`config.mk`:
```
export PLATFORM = sky130hd
export DESIGN_NAME = mux8_rr_scheduler
export DESIGN_NICKNAME = d
export VERILOG_FILES = /design/src/rtl/mux8_pkg.sv /design/src/rtl/rr_pick8.sv /design/src/rtl/mux8_rr_scheduler.sv
export SDC_FILE = /design/constraint.sdc
export NUM_CORES = 1
export LEC_CHECK = 0
export CAP_MARGIN = 40
export CORE_MARGIN = 2
export CORE_UTILIZATION = 54
export CTS_CLUSTER_DIAMETER = 200
export CTS_CLUSTER_SIZE = 12
export DETAILED_ROUTE_END_ITERATION = 8
export PLACE_DENSITY = 0.85
export SYNTH_ARGS = -nofsm -noshare
export SYNTH_HDL_FRONTEND = slang
export SYNTH_SLANG_ARGS = --single-unit
```
`constraint.sdc`:
```
create_clock -name clk -period 5.95 [get_ports clk]
set_input_delay 0.595 -clock clk [delete_from_list [all_inputs] [get_ports clk]]
set_output_delay 0.595 -clock clk [all_outputs]
set_load 0.05 [all_outputs]
```
`src/rtl/mux8_pkg.sv`:
```
// Shared types and helpers for the 8-requester round-robin mux scheduler.
package mux8_pkg;

  localparam int NUM_REQ = 8;
  localparam int SEL_W   = 3;
  localparam int CNT_W   = 4;

  typedef enum logic {
    IDLE  = 1'b0,
    GRANT = 1'b1
  } state_t;

  // Select lines are a straight binary encoding of the owner: {sel3,sel2,sel1}.
  function automatic logic [SEL_W-1:0] idx_to_sel(input logic [SEL_W-1:0] idx);
    return idx;
  endfunction

  function automatic logic [NUM_REQ-1:0] idx_to_onehot(input logic [SEL_W-1:0] idx);
    logic [NUM_REQ-1:0] oh;
    oh      = '0;
    oh[idx] = 1'b1;
    return oh;
  endfunction

endpackage

```
`src/rtl/rr_pick8.sv`:
```
// Combinational round-robin picker: lowest candidate index at or after ptr, wrapping 7->0.
module rr_pick8
  import mux8_pkg::*;
(
  input  logic [NUM_REQ-1:0] cand,
  input  logic [SEL_W-1:0]   ptr,
  output logic               hit,
  output logic [SEL_W-1:0]   idx
);

  logic [SEL_W-1:0] k;

  // Scan from the farthest offset back to ptr so the nearest candidate wins last.
  always_comb begin
    // NOTE: every output gets a default before any conditional write, so no latch is inferred.
    hit = 1'b0;
    idx = ptr;
    k   = ptr;
    for (int i = NUM_REQ - 1; i >= 0; i--) begin
      k = ptr + SEL_W'(i);
      if (cand[k]) begin
        hit = 1'b1;
        idx = k;
      end
    end
  end

endmodule

```
`src/rtl/mux8_rr_scheduler.sv`:
```
// Round-robin owner scheduler driving the select lines of an 8:1 mux tree, with bounded bursts.
module mux8_rr_scheduler
  import mux8_pkg::*;
#(
  parameter int BURST = 4
) (
  input  logic         clk,
  input  logic         rst_n,
  input  logic [7:0]   req,
  output logic [7:0]   gnt,
  output logic         sel1,
  output logic         sel2,
  output logic         sel3,
  output logic         valid
);

  localparam logic [CNT_W-1:0] BURST_C = CNT_W'(BURST);

  state_t             state_q, state_d;
  logic [SEL_W-1:0]   owner_q, owner_d;
  logic [SEL_W-1:0]   ptr_q, ptr_d;
  logic [CNT_W-1:0]   cnt_q, cnt_d;
  logic [NUM_REQ-1:0] gnt_q;
  logic               valid_q;

  logic [NUM_REQ-1:0] masked;
  logic [NUM_REQ-1:0] cand;
  logic [SEL_W-1:0]   next_idx;
  logic [SEL_W-1:0]   pick_ptr;
  logic [SEL_W-1:0]   pick_idx;
  logic               pick_hit;
  logic               in_grant;
  logic               release_own;
  logic               rotate;

  assign in_grant    = (state_q == GRANT);
  assign next_idx    = owner_q + SEL_W'(1);
  assign masked      = req & ~idx_to_onehot(owner_q);
  assign release_own = in_grant && !req[owner_q];
  assign rotate      = in_grant && req[owner_q] && (cnt_q == BURST_C) && (|masked);

  // A single picker serves both paths; only a forced rotation hides the current owner.
  assign cand     = rotate ? masked : req;
  assign pick_ptr = in_grant ? next_idx : ptr_q;

  rr_pick8 u_pick (
    .cand (cand),
    .ptr  (pick_ptr),
    .hit  (pick_hit),
    .idx  (pick_idx)
  );

  always_comb begin
    state_d = state_q;
    owner_d = owner_q;
    ptr_d   = ptr_q;
    cnt_d   = cnt_q;
    unique case (state_q)
      IDLE: begin
        if (pick_hit) begin
          state_d = GRANT;
          owner_d = pick_idx;
          cnt_d   = CNT_W'(1);
        end
      end
      GRANT: begin
        if (release_own) begin
          ptr_d = next_idx;
          if (pick_hit) begin
            owner_d = pick_idx;
            cnt_d   = CNT_W'(1);
          end else begin
            // Owner is kept so the select lines hold their last value while idle.
            state_d = IDLE;
          end
        end else if (rotate) begin
          ptr_d   = next_idx;
          owner_d = pick_idx;
          cnt_d   = CNT_W'(1);
        end else if (cnt_q != BURST_C) begin
          cnt_d = cnt_q + CNT_W'(1);
        end
      end
      default: state_d = IDLE;
    endcase
  end

  // NOTE: state registers use non-blocking assignments so every flop samples pre-edge values.
  always_ff @(posedge clk or negedge rst_n) begin
    if (!rst_n) begin
      state_q <= IDLE;
      owner_q <= '0;
      ptr_q   <= '0;
      cnt_q   <= '0;
      gnt_q   <= '0;
      valid_q <= 1'b0;
    end else begin
      state_q <= state_d;
      owner_q <= owner_d;
      ptr_q   <= ptr_d;
      cnt_q   <= cnt_d;
      gnt_q   <= (state_d == GRANT) ? idx_to_onehot(owner_d) : '0;
      valid_q <= (state_d == GRANT);
    end
  end

  assign gnt                = gnt_q;
  assign valid              = valid_q;
  assign {sel3, sel2, sel1} = idx_to_sel(owner_q);

endmodule

```
==> impl_metrics.ini <==
[setup_path]
critical_path_class = primary input to flip-flop
critPathLaunchType = primary input
required_ns = 6.13
arrival_ns = 5.04
crit_path_end = gnt[3]
worstRegToRegCells = 12
worstSetupEndpointType = flip-flop
timing.rr.end = gnt[3]
reg2reg_slack_ns = 1.17
cp_max_fo = 15
crit_start = req[5]
reg2reg_from = owner_q[0]

[sta]
max_freq_mhz = 205.5
worst_pin_slew_ns = 0.9639
fin_skew_ns = 0.01026
setup_viol = 0
setup_tns_ns = 0
grt_setup_unrepaired = no
slew_headroom_pct = 35.74
hold_violations = 0
slew_violations = 0
fin_crit_sh_pct = 81.77
period_minus_slack_ns = 4.865

[grt]
grt.met1_usage_pct = 39.25
overflow = 0
grtUsageTotal_pct = 28.02
use_met3_pct = 5.350
met2_usage_pct = 44.15
grt_pass1_vias = 2513
grt_start_max_net_pins = 30
antenna_found_initial = 0
top_usage_layer = met2
grt_pass1_wl_microns = 12080

[clock_network]
cts-resized-gates = 0
worstSkewPairLatency_ns = 0.27
cts.path.max_buffers = 2
cts_hold_buf = 0
clkSinkCount = 19
tritoncts = done
cts_setup_buffers = 0
cts-root-buf = clkbuf_8
clkTransAtPathRegs_ns = 0.08
numCtsBuffers = 3
htreeDepth = 1

[drt]
wl_per_cell_microns = 19.63
vias_per_cell = 7.207
drt_pass1_iterations = 5
antenna_left = 0
first_iter_violations = 496
wirelength_microns = 7478
post-route-drc-count = 0
via_count = 2746

[yosys]
yosysSeqAreaShare_pct = 18.15
synth_edf_count = 0
synth.top_cell.area_share_pct = 18.15
avgSynthCellArea_sq_um = 8.086
synthTopCellsByCount = nor2_1 (26), nand2_1 (25), nand3_1 (24), dfrtp_1 (19), o21ai_0 (16)
synth_warnings = 0
synth_area_sq_um = 2620
ys_seq_elements = 19
synth_area_leaders = dfrtp_1 (18%), mux2i_1 (5.7%), nand3_1 (4.6%)
synth.most_common_cell = nor2_1
syn_inst = 324
yosysUniqueCellTypes = 77
synth.largest_area_cell = dfrtp_1
synth_flop_cell = dfrtp_1
syn_nets = 340
synth-async-reset-ratio_pct = 100.0

[die]
die_w_microns = 73.66
initial_utilization_pct = 55.84
pin_count = 22
num_rows = 25
core_sq_um = 4692
die_h_microns = 73.66
die_area_sq_um = 5425

[run_status]
outcome = completed

[place]
place_congestion = 1.005
placed_cell_area_sq_um = 2746
dp_hpwl_microns = 5304
portBuffers = 21

[final_layout]
drive_gt1_share_pct = 12.84
synthToLayoutAreaGrowth_pct = 6.686
fin_area_sq_um = 2795
diodes = 0
utilization_pct = 59.57
final_nets = 344

[job]
maxCapViolations = 0

[worst_hold_path]
hp-class = flip-flop to flip-flop
-- through the flow --
step	std cells	setup WS [ns]	hold WS (ns)
2_1_floorplan	324	1.466	0.2994
3_3_place_gp	377	1.080	0.4689
3_5_place_dp	377	0.9881	0.4952
4_1_cts	381	1.227	0.5127
5_1_grt	381	0.7847	0.5315
6_report	381	1.085	0.5138
-- cells in the final DEF, fill, tap and decap left out, drive strengths merged, types with 3 or more instances in the layout --
master / count
nor2: 27
nand2: 25
nand3: 24
clkdlybuf4s50: 21
dfrtp: 19
o21ai: 16
nor3: 16
mux2i: 15
a21oi: 14
a31oi: 9
nor4: 9
inv: 9
mux2: 8
xnor2: 7
o22ai: 7
ha: 6
o31ai: 6
a211oi: 5
o31a: 5
nor3b: 5
a211o: 4
buf: 4
nor2b: 3
nor4b: 3
a22oi: 3
nand4: 3
o211ai: 3
clkbuf: 3
a311oi: 3
o41ai: 3
-- worst max-delay path: stages --
cell and delay (ns):
clkdlybuf4s50_1 0.59, nor4b_1 0.32, a311oi_1 0.12, nor4_4 0.87
o31a_1 0.51, mux4_2 0.33, o211ai_1 0.10, a211o_1 0.31
a31oi_1 0.19, a2111oi_0 0.09, o2bb2ai_1 0.57, nand2_1 0.24
nor3b_1 0.21
-- registers in the layout, indices dropped and copies added (netlist names) --
signal and count:
owner_q 3, valid 1, gnt 8, cnt_q 4, ptr_q 3
-- cell families after synthesis --
| family | synth area share, % |
|---|---|
| simple gates | 27.89 |
| compound gates | 29.23 |
| buf+inv | 8.500 |
| mux | 11.03 |
| flops | 18.15 |
| xor+xnor | 2.340 |
| fa+ha+maj | 2.865 |
-- metal layers --
layer | part of all wire (%) | vias up
met5 | 0 | -
met4 | 1.7 | 0
met3 | 10 | 19
met2 | 46 | 167
met1 | 42 | 1297
li1 | - | 1263
-- final cells by class --
class / count / area, sq um
sequential: 19 / 475.5
fill: 403 / 1897
multi-input combinational: 269 / 1926
inverter: 10 / 37.54
tap: 54 / 67.56
clock inverter: 1 / 7.507
timing repair buffer: 25 / 240.2
clock buffer: 3 / 41.29
-- how the worst min path moves through the flow --
stage | end | cells after the start | from | slack [ns]
finish | ptr_q[2] | 2 | ptr_q[2] | 0.51
global route | ptr_q[1] | 1 | ptr_q[1] | 0.53
CTS | ptr_q[2] | 2 | ptr_q[2] | 0.51
detailed placement | ptr_q[2] | 2 | ptr_q[2] | 0.50
global placement | ptr_q[2] | 2 | ptr_q[2] | 0.47
floorplan | cnt_q[0] | 0 | rst_n | 0.30
Power is left out: the tool's default activity adds up to more than one toggle a clock period on the data nets, which glitch-free logic cannot reach.
